<file path="src/rtl/hangman_pkg.sv">
// Shared hangman types and constants: host FSM states, ASCII letter bounds
// and the default word length.
package hangman_pkg;

    typedef enum logic [1:0] {
        ENTRY = 2'd0,
        ARM   = 2'd1,
        PLAY  = 2'd2
    } host_state_t;

    localparam logic [7:0] ASCII_A  = 8'h41;
    localparam logic [7:0] ASCII_Z  = 8'h5A;
    localparam logic [7:0] ASCII_LA = 8'h61;
    localparam logic [7:0] ASCII_LZ = 8'h7A;
    localparam logic [7:0] CASE_OFS = 8'h20;

    localparam int DEFAULT_WORD_LEN = 5;

endpackage

</file>
<file path="src/rtl/char_normalize.sv">
// Letter classifier: flags A-Z / a-z, folds to uppercase and gives the
// alphabet index used for the guessed-letter bitmap.
module char_normalize
    import hangman_pkg::*;
(
    input  logic [7:0] char_in,
    output logic       valid,
    output logic [7:0] upper,
    output logic [4:0] idx
);

    logic [7:0] diff;

    always_comb begin
        valid = 1'b0;
        upper = 8'h00;
        idx   = 5'd0;
        diff  = 8'h00;
        if (char_in >= ASCII_A && char_in <= ASCII_Z) begin
            valid = 1'b1;
            upper = char_in;
        end else if (char_in >= ASCII_LA && char_in <= ASCII_LZ) begin
            valid = 1'b1;
            upper = char_in - CASE_OFS;
        end
        // Invalid characters report index 0 so the bitmap lookup stays in range.
        if (valid) begin
            diff = upper - ASCII_A;
            idx  = diff[4:0];
        end
    end

endmodule

</file>
<file path="src/rtl/host_word_entry.sv">
// Host front end of the hangman datapath: builds the secret word from keypad
// characters, arms the game, then filters and forwards player guesses.
module host_word_entry #(
    parameter int WORD_LEN = hangman_pkg::DEFAULT_WORD_LEN
) (
    input  logic                  clk,
    input  logic                  nRst,
    input  logic                  key_strobe,
    input  logic [7:0]            key_char,
    input  logic                  key_back,
    input  logic                  key_enter,
    input  logic                  guess_strobe,
    input  logic [7:0]            guess_char,
    input  logic                  game_rdy,
    input  logic                  game_done,
    output logic [8*WORD_LEN-1:0] setWord,
    output logic                  toggle_state,
    output logic [7:0]            guess,
    output logic [2:0]            entry_count,
    output logic                  host_busy,
    output logic                  reject
);

    import hangman_pkg::*;

    localparam logic [2:0] FULL_CNT = 3'(WORD_LEN);

    host_state_t           state_q, state_d;
    logic [8*WORD_LEN-1:0] word_q, word_d;
    logic [2:0]            count_q, count_d;
    logic [7:0]            guess_q, guess_d;
    logic [25:0]           used_q, used_d;
    logic                  toggle_q, toggle_d;
    logic                  reject_q, reject_d;

    logic       key_valid, guess_valid;
    logic [7:0] key_upper, guess_upper;
    logic [4:0] key_idx, guess_idx;
    logic       any_key;

    char_normalize u_key_norm (
        .char_in (key_char),
        .valid   (key_valid),
        .upper   (key_upper),
        .idx     (key_idx)
    );

    char_normalize u_guess_norm (
        .char_in (guess_char),
        .valid   (guess_valid),
        .upper   (guess_upper),
        .idx     (guess_idx)
    );

    assign any_key = key_strobe | key_back | key_enter;

    always_comb begin
        state_d  = state_q;
        word_d   = word_q;
        count_d  = count_q;
        guess_d  = guess_q;
        used_d   = used_q;
        toggle_d = 1'b0;
        reject_d = 1'b0;

        unique case (state_q)
            ENTRY: begin
                // Enter beats back beats strobe; the losing pulses are dropped.
                if (key_enter) begin
                    if (count_q == FULL_CNT) state_d = ARM;
                    else                     reject_d = 1'b1;
                end else if (key_back) begin
                    if (count_q != 3'd0) begin
                        word_d  = word_q >> 8;
                        count_d = count_q - 3'd1;
                    end
                end else if (key_strobe) begin
                    if (key_valid && count_q < FULL_CNT) begin
                        word_d  = {word_q[8*WORD_LEN-9:0], key_upper};
                        count_d = count_q + 3'd1;
                    end else begin
                        reject_d = 1'b1;
                    end
                end
                if (guess_strobe) reject_d = 1'b1;
            end

            ARM: begin
                if (any_key || guess_strobe) reject_d = 1'b1;
                if (game_rdy) begin
                    toggle_d = 1'b1;
                    used_d   = '0;
                    state_d  = PLAY;
                end
            end

            PLAY: begin
                if (any_key) reject_d = 1'b1;
                if (game_done) begin
                    state_d = ENTRY;
                    word_d  = '0;
                    count_d = 3'd0;
                    guess_d = 8'h00;
                    used_d  = '0;
                end else if (guess_strobe) begin
                    if (game_rdy && guess_valid && !used_q[guess_idx]) begin
                        guess_d           = guess_upper;
                        used_d[guess_idx] = 1'b1;
                    end else begin
                        reject_d = 1'b1;
                    end
                end
            end

            default: state_d = ENTRY;
        endcase
    end

    always_ff @(posedge clk or negedge nRst) begin
        if (!nRst) begin
            state_q  <= ENTRY;
            word_q   <= '0;
            count_q  <= 3'd0;
            guess_q  <= 8'h00;
            used_q   <= '0;
            toggle_q <= 1'b0;
            reject_q <= 1'b0;
        end else begin
            state_q  <= state_d;
            word_q   <= word_d;
            count_q  <= count_d;
            guess_q  <= guess_d;
            used_q   <= used_d;
            toggle_q <= toggle_d;
            reject_q <= reject_d;
        end
    end

    // key_idx is only meaningful to the guess path; keep it referenced.
    logic unused_key_idx;
    assign unused_key_idx = ^key_idx;

    assign setWord      = word_q;
    assign entry_count  = count_q;
    assign guess        = guess_q;
    assign toggle_state = toggle_q;
    assign reject       = reject_q;
    assign host_busy    = (state_q != ENTRY);

endmodule

</file>
<file path="config.mk">
export PLATFORM = sky130hd
export DESIGN_NAME = host_word_entry
export DESIGN_NICKNAME = d
export VERILOG_FILES = /design/src/rtl/hangman_pkg.sv /design/src/rtl/char_normalize.sv /design/src/rtl/host_word_entry.sv
export SDC_FILE = /design/constraint.sdc
export NUM_CORES = 1
export LEC_CHECK = 0
export BUFFER_PORTS_ARGS = -buffer_cell sky130_fd_sc_hd__buf_2
export CAP_MARGIN = 20
export CORE_MARGIN = 5
export CORE_UTILIZATION = 35
export CTS_CLUSTER_DIAMETER = 80
export DETAILED_ROUTE_END_ITERATION = 12
export SLEW_MARGIN = 5
export SYNTH_ARGS = -nofsm -noshare
export SYNTH_HDL_FRONTEND = slang
export SYNTH_HIERARCHICAL = 1
export SYNTH_SLANG_ARGS = --single-unit
</file>
<file path="constraint.sdc">
create_clock -name clk -period 2.6 [get_ports clk]
set_input_delay 0.39 -clock clk [delete_from_list [all_inputs] [get_ports clk]]
set_output_delay 0.39 -clock clk [all_outputs]
set_load 0.01 [all_outputs]
</file>
==> metrics <==
outcome finished with violations; failing checks setup timing; met1 usage 20.0%; H-tree levels 3; max-cap violations 0; Syn Std Cell Area 0.00483 mm^2; worst reg-to-reg path cell count 6; Final Max Tran Viols 0; chip height 128 um; Die Wd 128 um; Worst-path clk slew 0.06 ns; Cell Rows 43; Diodes inserted 0; hold-critical path depth 2; max_slew headroom 57.6%; vias in the first global route 4131; total CTS buffers 9; Fin. Hold Viols 0; Fin Setup TNS -13.87 ns; Final WS setup -0.430 ns; crit share post-route 117%; syn_nets 511; Root Buffer Master clkbuf_16; initial DRC count 176; fmax 330 MHz; Power Density 831 mW/mm^2; Critical Path AT 3.25 ns; share of post-route cells with drive strength above 1 38.4%; Clock Tree Buf Depth 2; final hold slack 0.350 ns; synthesis-to-layout area growth 31.2%; post-route ant nets 0; Final Setup Violations 35; Max Clock Skew 0.00588 ns; minimum clock period 3.03 ns; crit-path leading delay family compound AO/OA/AOI/OAI gates; placed cell count 756; reg2reg setup slack 0.44 ns; Post-DP Area 0.00578 mm^2; Placer Congestion 0.872; TritonRoute pass-1 iters 5; first-pass GRT wire length 20700 um; Layout Nets 632; Crit. End Element flop; YS warnings 6; post-layout instance area 0.00634 mm^2; CP Launch Type input pin; I/O Buffers 77; TritonCTS clock tree done; CTS sink cnt 81; # DRC 0; worst slew pin tran 0.633 ns; Filler Cell Count 1302; io pins 78; GRT Overall Usage 15.5%; Vias 4099; Final HPWL DP 8640 um; WP buf/inv 1; Routed WL 12400 um; WL/cell 15.7 um; crit-path max cell delay 0.36 ns; total gr overflow 0; worst path required time 2.82 ns; crit-path most repeated cell nor2b_4; Peak VDD IR 0.433 mV; Critical Path Fanout Max 8; GR Util met3 4.18%; slowest CP cell a311o_1; cell leakage power 3.04 nW; beginning of the worst hold path game_done; worst reg2reg endpoint guess[3]; worst-path cell chain buf_8 -> ha_4 -> nor2b_4 -> o311ai_4 -> nand3_2 -> ha_2 -> nor2b_4 -> xnor2_2 -> a2bb2oi_2 -> nor2_4 -> nor4bb_1 -> a221o_1 -> a2111o_1 -> or2_4 -> a311o_1; DR vias/cell 5.21; clk_lat worst skew 0.33 ns; initial antenna violation count 0; core area 0.0137 mm^2; critical path class input pin to flop; Post-Syn Instances 481; final core utilization 46.2%; largest net degree at the start of global routing 82; syn avg cell area 10.0 um^2; RSZ-0062 raised after global routing yes; Initial Utilization 35.2%; Final Instance Count excl. Fillers 787; min-delay worst type input pin to flop; DIE AREA 0.0163 mm^2; GR Util met2 25.4%; R2R Path Start used_q[15]; busiest grt layer met2; Hold EP state_q[1]
-- per-stage QoR --
| stage | power [mW] | setup slack (ns) |
|---|---|---|
| after floorplan | 3.17 | -0.768 |
| after global placement | 3.94 | -1.11 |
| after detailed placement | 4.01 | -1.23 |
| after CTS | 5.32 | -0.431 |
| after global routing | 5.63 | -0.581 |
| final | 5.27 | -0.430 |
-- what timing repair did --
item | 4_1_cts | 5_1_grt
resized for setup | 18 | 10
cloned | 1 | 0
buffers inserted | 9 | 4
setup endpoints to repair | 35 | 35
pin swaps | 11 | 7
hold buffers | 0 | 1
hold endpoints to repair | 0 | 12
-- layout by cell type (no fill, tap or decap), types with 8 or more instances in the layout --
cell type and count:
a21oi_1 8, a311o_1 8, a32o_1 26, and2_1 9, buf_2 74, buf_4 62, buf_6 8, clkbuf_16 9
dfrtp_1 81, inv_1 31, mux2_2 34, mux2i_1 48, nand2_1 22, nand3_1 12, nor2_1 52, nor3_1 14
o21ai_0 8
-- flip-flops by register name, summed over array words and instances (netlist names) --
| register | cells |
|---|---|
| setWord | 40 |
| used_q | 26 |
| entry_count | 3 |
| toggle_state | 1 |
| reject | 1 |
| guess | 8 |
| state_q | 2 |
-- cell type report --
cell class / instances / area [um^2] / share of cell area, %
tap: 180 / 225 / 3.55
multi-input combinational: 328 / 2640 / 41.6
clock buffer: 10 / 229 / 3.61
clock inverter: 6 / 65.1 / 1.03
sequential: 81 / 2030 / 32.0
timing repair buffer: 150 / 1040 / 16.4
inverter: 32 / 120 / 1.89
-- report_power, final --
part / switching, mW / total [mW] / internal [mW]
logic: 1.08 / 2.09 / 1.01
clock network: 0.511 / 1.26 / 0.747
registers: 0.329 / 1.92 / 1.59
-- worst max-delay path by stage --
stage                  start          to  slack (ns)  cells past startpoint
6_report       guess_char[5]    guess[3]       -0.43                     15
5_1_grt        guess_char[5]    guess[3]       -0.58                     15
4_1_cts        guess_char[5]    guess[4]       -0.43                     15
3_5_place_dp   guess_char[5]   used_q[7]       -1.23                     15
3_3_place_gp   guess_char[5]  used_q[23]       -1.11                     15
2_1_floorplan  guess_char[0]    guess[0]       -0.77                     15
-- worst register-to-register path, stage by stage, from the launching register on --
cell	delay (ns)
dfrtp_1	0.37
mux4_2	0.46
nand2b_1	0.15
a32o_2	0.28
buf_6	0.13
or2_4	0.28
a311o_1	0.36
-- per-layer routing --
layer / up-vias / share of wire [%]
met4: 0 / 1.5
met2: 119 / 47
met1: 1992 / 45
met3: 18 / 6.6
li1: 1970 / -
met5: - / 0
No activity file was read; power rests on OpenSTA's default activity.
